**config.mk**
```make
export PLATFORM = sky130hd
export DESIGN_NAME = turn_sequencer_flat
export DESIGN_NICKNAME = d
export VERILOG_FILES = /design/src/rtl/turn_sequencer_if.sv /design/src/rtl/turn_sequencer.sv /design/src/flat_wrapper.sv
export SDC_FILE = /design/constraint.sdc
export NUM_CORES = 1
export LEC_CHECK = 0
export ABC_AREA = 1
export CELL_PAD_IN_SITES_DETAIL_PLACEMENT = 0
export CELL_PAD_IN_SITES_GLOBAL_PLACEMENT = 1
export CORE_MARGIN = 5
export CORE_UTILIZATION = 35
export DETAILED_ROUTE_END_ITERATION = 7
export PLACE_DENSITY_LB_ADDON = 0.1
export SYNTH_ARGS = -nofsm -noshare
export SYNTH_HDL_FRONTEND = slang
export SYNTH_SLANG_ARGS = --single-unit
```
**constraint.sdc**
```tcl
create_clock -name clk -period 1.4 [get_ports clk]
set_input_delay 0.35 -clock clk [delete_from_list [all_inputs] [get_ports clk]]
set_output_delay 0.35 -clock clk [all_outputs]
set_load 0.01 [all_outputs]
```
**src/rtl/turn_sequencer_if.sv**
```systemverilog
// Purpose: groups the game-control inputs and the turn/status outputs of turn_sequencer.
// Ports: slave modport = the sequencer (takes start/move/judge verdicts, drives status);
//        master modport = the game controller / judge side that drives the inputs.
interface turn_sequencer_if #(
  parameter int NUM_PLAYERS = 2,
  parameter int PW          = 2
);
  logic                   start;
  logic                   move_valid;
  logic                   ill_move;
  logic                   win;
  logic                   no_space;
  logic                   restart;
  logic [NUM_PLAYERS-1:0] player_en;
  logic [PW-1:0]          active_player;
  logic [3:0]             strikes;
  logic                   timeout_pulse;
  logic                   game_over;
  logic [PW-1:0]          winner;
  logic                   winner_valid;
  logic                   draw;

  modport slave (
    input  start, move_valid, ill_move, win, no_space, restart,
    output player_en, active_player, strikes, timeout_pulse,
           game_over, winner, winner_valid, draw
  );

  modport master (
    output start, move_valid, ill_move, win, no_space, restart,
    input  player_en, active_player, strikes, timeout_pulse,
           game_over, winner, winner_valid, draw
  );
endinterface

```
**src/rtl/turn_sequencer.sv**
```systemverilog
// Purpose: turn-based game sequencer; rotates players, counts illegal-move strikes,
//          forfeits turns on timeout and records win/draw outcomes.
// Latency: every output is registered; an input is reflected one clk edge later.
// Backpressure: none; move_valid is honoured only in TURN, verdicts only in CHECK,
//          start only in IDLE and restart only in GAME_OVER, everything else is dropped.
// Ports: clk, reset_n (async active-low), bus (turn_sequencer_if.slave).
module turn_sequencer #(
  parameter int NUM_PLAYERS = 2,
  parameter int PW          = 2,
  parameter int TIMEOUT_CYC = 1000,
  parameter int MAX_STRIKES = 3
) (
  input  logic            clk,
  input  logic            reset_n,
  turn_sequencer_if.slave bus
);

  typedef enum logic [1:0] {IDLE, TURN, CHECK, GAME_OVER} state_t;

  // Timer only needs to reach TIMEOUT_CYC-1.
  localparam int             TW    = (TIMEOUT_CYC > 1) ? $clog2(TIMEOUT_CYC) : 1;
  localparam logic [TW-1:0]  TLAST = TW'((TIMEOUT_CYC > 0) ? TIMEOUT_CYC - 1 : 0);
  localparam logic [PW-1:0]  PLAST = PW'(NUM_PLAYERS - 1);
  localparam logic [3:0]     SMAX  = 4'(MAX_STRIKES);
  localparam bit             TO_EN = (TIMEOUT_CYC != 0);

  state_t                 state_q, state_d;
  logic [PW-1:0]          active_q, active_d;
  logic [PW-1:0]          first_q, first_d;
  logic [3:0]             strikes_q, strikes_d;
  logic [TW-1:0]          timer_q, timer_d;
  logic                   tpulse_q, tpulse_d;
  logic                   go_q, go_d;
  logic [PW-1:0]          winner_q, winner_d;
  logic                   wvalid_q, wvalid_d;
  logic                   draw_q, draw_d;
  logic [NUM_PLAYERS-1:0] pen_q, pen_d;
  logic [3:0]             strikes_inc;

  function automatic logic [PW-1:0] advance(input logic [PW-1:0] p);
    return (p == PLAST) ? '0 : p + 1'b1;
  endfunction

  always_ff @(posedge clk or negedge reset_n) begin
    if (!reset_n) begin
      state_q   <= IDLE;
      active_q  <= '0;
      first_q   <= '0;
      strikes_q <= '0;
      timer_q   <= '0;
      tpulse_q  <= 1'b0;
      go_q      <= 1'b0;
      winner_q  <= '0;
      wvalid_q  <= 1'b0;
      draw_q    <= 1'b0;
      pen_q     <= '0;
    end else begin
      state_q   <= state_d;
      active_q  <= active_d;
      first_q   <= first_d;
      strikes_q <= strikes_d;
      timer_q   <= timer_d;
      tpulse_q  <= tpulse_d;
      go_q      <= go_d;
      winner_q  <= winner_d;
      wvalid_q  <= wvalid_d;
      draw_q    <= draw_d;
      pen_q     <= pen_d;
    end
  end

  always_comb begin
    state_d     = state_q;
    active_d    = active_q;
    first_d     = first_q;
    strikes_d   = strikes_q;
    timer_d     = '0;          // cleared whenever TURN is (re)entered or left
    tpulse_d    = 1'b0;
    winner_d    = winner_q;
    wvalid_d    = wvalid_q;
    draw_d      = draw_q;
    strikes_inc = strikes_q + 4'd1;

    case (state_q)
      IDLE: begin
        if (bus.start) begin
          state_d   = TURN;
          active_d  = first_q;
          strikes_d = '0;
        end
      end
      TURN: begin
        // A move arriving on the expiry cycle beats the timeout.
        if (bus.move_valid) begin
          state_d = CHECK;
        end else if (TO_EN && timer_q == TLAST) begin
          tpulse_d  = 1'b1;
          active_d  = advance(active_q);
          strikes_d = '0;
        end else if (TO_EN) begin
          timer_d = timer_q + 1'b1;
        end
      end
      CHECK: begin
        if (bus.win) begin
          state_d  = GAME_OVER;
          winner_d = active_q;
          wvalid_d = 1'b1;
          draw_d   = 1'b0;
        end else if (bus.no_space) begin
          state_d  = GAME_OVER;
          wvalid_d = 1'b0;
          draw_d   = 1'b1;
        end else if (bus.ill_move) begin
          state_d = TURN;
          if (strikes_inc == SMAX) begin
            active_d  = advance(active_q);
            strikes_d = '0;
          end else begin
            strikes_d = strikes_inc;
          end
        end else begin
          state_d   = TURN;
          active_d  = advance(active_q);
          strikes_d = '0;
        end
      end
      GAME_OVER: begin
        if (bus.restart) begin
          state_d   = IDLE;
          wvalid_d  = 1'b0;
          draw_d    = 1'b0;
          strikes_d = '0;
          first_d   = advance(first_q);  // next game opens with the next player
        end
      end
      default: state_d = IDLE;
    endcase

    // Status outputs are derived from the next state so they register in step with it.
    go_d  = (state_d == GAME_OVER);
    pen_d = '0;
    for (int i = 0; i < NUM_PLAYERS; i++) begin
      pen_d[i] = (state_d == TURN) && (active_d == PW'(i));
    end
  end

  assign bus.player_en     = pen_q;
  assign bus.active_player = active_q;
  assign bus.strikes       = strikes_q;
  assign bus.timeout_pulse = tpulse_q;
  assign bus.game_over     = go_q;
  assign bus.winner        = winner_q;
  assign bus.winner_valid  = wvalid_q;
  assign bus.draw          = draw_q;

endmodule
```
**src/flat_wrapper.sv**
```systemverilog
// flat-port wrapper written by rule: the top's interface ports become plain ports
module turn_sequencer_flat 
#(
  parameter int NUM_PLAYERS = 2,
  parameter int PW          = 2,
  parameter int TIMEOUT_CYC = 1000,
  parameter int MAX_STRIKES = 3
)
  (clk, reset_n, bus_start, bus_move_valid, bus_ill_move, bus_win, bus_no_space, bus_restart, bus_player_en, bus_active_player, bus_strikes, bus_timeout_pulse, bus_game_over, bus_winner, bus_winner_valid, bus_draw);
  turn_sequencer_if #(.NUM_PLAYERS(NUM_PLAYERS), .PW(PW)) bus_i ();
  input  logic clk;
  input  logic reset_n;
  input wire logic [$bits(bus_i.start)-1:0] bus_start;
  input wire logic [$bits(bus_i.move_valid)-1:0] bus_move_valid;
  input wire logic [$bits(bus_i.ill_move)-1:0] bus_ill_move;
  input wire logic [$bits(bus_i.win)-1:0] bus_win;
  input wire logic [$bits(bus_i.no_space)-1:0] bus_no_space;
  input wire logic [$bits(bus_i.restart)-1:0] bus_restart;
  output wire logic [$bits(bus_i.player_en)-1:0] bus_player_en;
  output wire logic [$bits(bus_i.active_player)-1:0] bus_active_player;
  output wire logic [$bits(bus_i.strikes)-1:0] bus_strikes;
  output wire logic [$bits(bus_i.timeout_pulse)-1:0] bus_timeout_pulse;
  output wire logic [$bits(bus_i.game_over)-1:0] bus_game_over;
  output wire logic [$bits(bus_i.winner)-1:0] bus_winner;
  output wire logic [$bits(bus_i.winner_valid)-1:0] bus_winner_valid;
  output wire logic [$bits(bus_i.draw)-1:0] bus_draw;
  assign bus_i.start = bus_start;
  assign bus_i.move_valid = bus_move_valid;
  assign bus_i.ill_move = bus_ill_move;
  assign bus_i.win = bus_win;
  assign bus_i.no_space = bus_no_space;
  assign bus_i.restart = bus_restart;
  assign bus_player_en = bus_i.player_en;
  assign bus_active_player = bus_i.active_player;
  assign bus_strikes = bus_i.strikes;
  assign bus_timeout_pulse = bus_i.timeout_pulse;
  assign bus_game_over = bus_i.game_over;
  assign bus_winner = bus_i.winner;
  assign bus_winner_valid = bus_i.winner_valid;
  assign bus_draw = bus_i.draw;
  turn_sequencer #(.NUM_PLAYERS(NUM_PLAYERS), .PW(PW), .TIMEOUT_CYC(TIMEOUT_CYC), .MAX_STRIKES(MAX_STRIKES)) u_core (.clk(clk), .reset_n(reset_n), .bus(bus_i));
endmodule
```
==> flow_summary.toml <==
[synthesis]
yosysUniqueCellTypes = 24
yosysSeqAreaShare_pct = 49.3
synth-seq-cells = 28
synth.avg_cell_area_um2 = 8.17
syn_nets = 185
ys_warn_count = 0
synth_area_um2 = 1420
syn_inst = 174

[die]
start_util_pct = 35.8
die-area_um2 = 5440
fp.dieW_um = 73.7
pin_count = 22
rows = 23
die_y_um = 73.7
coreArea_um2 = 3970

[route]
wl_mm = 3.47
vias = 1375
drtIter0Drc = 41
vias_per_cell = 4.65
firstDrtPassIters = 4
routedWlPerCell_um = 11.7
drc = 0
drt.antenna.violating_nets = 0

[placement]
place_area_um2 = 2000
placedCellCount = 283
port-buffer-count = 21
hpwl_mm = 2.62
place_ws_ns = -0.369
gp_congestion = 0.812

[global_route]
grt_pass1_vias = 1432
grt_usage_pct = 14.7
antenna_found_initial = 0
grt_start_max_net_pins = 29
grt_pass1_wl_mm = 6.26
overflow = 0

[clocking]
insertion_delay_ns = 0.28
ctsHtreeMaxLevel = 1
clk_pin_slew_ns = 0.09
clock_sinks = 28
cts_hold_buf = 0
cts_tree = "yes"
cts_buffers = 3
cts_buffer_depth = 2
cts-root-buf = "clkbuf_8"

[final_layout]
final_area_um2 = 2230
final_cell_mix = "42 x buf_4, 27 x nand2_1, 26 x dfrtp_1, 23 x inv_1, 12 x dlygate4sd2_1"
final_util_pct = 56.3
final_common_cell = "buf_4"
area_growth_pct = 57.2
nFillCells = 385
seq_area_um2 = 703
multiInputGateArea_um2 = 739
stdcell_count = 296
fin_nets = 258
diodes = 0
drive_above_1_share_pct = 40.2

[sta]
worst_pin_slew_ns = 0.243
fmax_mhz = 649
grt_setup_unrepaired = "yes"
setup_ws_ns = -0.141
setup_viol = 14
slew_violations = 0
relSlewSlack_pct = 83.6
finalCritPeriodShare_pct = 110
skew_ns = 0.00191
fin_tns_setup_ns = -0.625
hold_viol = 0
fin_crit_ns = 1.54

[power]
peakVddDrop_mv = 0.567
power.density_nw_per_um2 = 1550
leakage_nw = 1.13

[worst_hold_path]
hp-class = "in -> async"

[setup_path]
cp_max_fo = 3
cp-end-kind = "register"
crit_type = "reg -> reg"
critPathRequiredTime_ns = 1.57
cp.arrival_ns = 1.71
cp-start-kind = "register"

[flow_run]
drv_cap = 0

[status]
status = "finished, violations left"
violations = "negative setup slack"
-- registers in the layout, summed over array words and instances (netlist names) --
signal / count
u_core.bus.game_over: 1
u_core.bus.strikes: 4
u_core.bus.active_player: 2
u_core.first_q: 2
u_core.bus.winner: 2
u_core.bus.player_en: 2
u_core.bus.timeout_pulse: 1
u_core.bus.winner_valid: 1
u_core.timer_q: 10
u_core.bus.draw: 1
u_core.state_q: 2
-- per-layer routing --
metal | GRT usage, % | share of wire, % | up-vias
li1 | - | - | 702
met1 | 18.4 | 44 | 644
met2 | 25.2 | 49 | 24
met3 | 2.46 | 5.2 | 5
met4 | 5.23 | 1.5 | 0
met5 | 0 | 0 | -
-- synthesized netlist by cell type --
| cell | count | area [um^2] |
|---|---|---|
| dfrtp_1 | 28 | 701 |
| ha_1 | 3 | 37.5 |
| mux2_2 | 1 | 11.3 |
| o21ai_0 | 7 | 35.0 |
| nand3_1 | 16 | 80.1 |
| o21ai_2 | 1 | 8.76 |
| a31oi_1 | 2 | 12.5 |
| inv_1 | 27 | 101 |
| nand4_1 | 7 | 43.8 |
| nand2_2 | 2 | 12.5 |
| xor2_1 | 1 | 8.76 |
| nor3_1 | 4 | 20.0 |
| or2_0 | 1 | 6.26 |
| nor2_2 | 5 | 31.3 |
| o21bai_1 | 1 | 7.51 |
| inv_2 | 2 | 7.51 |
| nor2_1 | 19 | 71.3 |
| nor3b_4 | 1 | 18.8 |
| o21a_1 | 1 | 7.51 |
| nand2_1 | 35 | 131 |
| a21boi_0 | 1 | 7.51 |
| a21oi_1 | 7 | 35.0 |
| nand3_4 | 1 | 17.5 |
| nand3b_1 | 1 | 7.51 |
-- worst paths after layout --
path	startpoint	cells past startpoint	slack [ns]	end
min in group clk	u_core.bus.winner[0]$_DFFE_PN0P_	2	0.49	u_core.bus.winner[0]$_DFFE_PN0P_
hold / removal	reset_n	2	0.43	u_core.bus.strikes[3]$_DFFE_PN0P_
hold reg to reg	u_core.bus.winner[0]$_DFFE_PN0P_	2	0.49	u_core.bus.winner[0]$_DFFE_PN0P_
setup reg to reg	u_core.bus.strikes[1]$_DFFE_PN0P_	11	-0.14	u_core.bus.player_en[0]$_DFF_PN0_
setup / recovery	u_core.bus.strikes[1]$_DFFE_PN0P_	11	-0.14	u_core.bus.player_en[0]$_DFF_PN0_
max in group asynchronous	reset_n	2	0.80	u_core.state_q[1]$_DFF_PN0_
-- through the flow --
step	hold WS (ns)	power [mW]
floorplan	0.0544	1.95
global placement	0.471	2.74
detailed placement	0.479	2.75
CTS	0.430	3.38
global route	0.446	3.74
finish	0.426	3.47
-- final cells by class --
cell class	count	share of cell area, %
inverter	29	4.87
clock buffer	4	2.46
tap	50	2.80
timing repair buffer	68	25.3
sequential	28	31.5
multi-input combinational	117	33.1
-- power by group --
group          internal (mW)  switching (mW)  total, mW
combinational          0.895           0.931       1.83
clock                  0.252           0.249      0.501
sequential             0.988           0.159       1.15
total                   2.14            1.34       3.47
-- kinds of logic after synthesis --
| logic type | share of synthesized area [%] |
|---|---|
| buf+inv | 7.66 |
| simple gates | 31.0 |
| flops | 49.3 |
| fa+ha+maj | 2.64 |
| compound gates | 8.01 |
| xor+xnor | 0.616 |
| mux | 0.792 |
-- critical path: stages (launching register included) --
cell	delay (ns)
dfrtp_2	0.45
ha_4	0.17
nand2_2	0.06
nand2_2	0.06
nor2_2	0.09
nand2_2	0.06
nand2_2	0.08
nand2_1	0.05
nand2_1	0.07
nand3_2	0.09
a21oi_2	0.18
nor2_2	0.06
-- repair_timing --
action                     4_1_cts  5_1_grt
buffers inserted                 6        3
setup endpoints to repair       29       18
pin swaps                       13       10
resized for setup               44       19
Power figures use the tool's default switching activity.
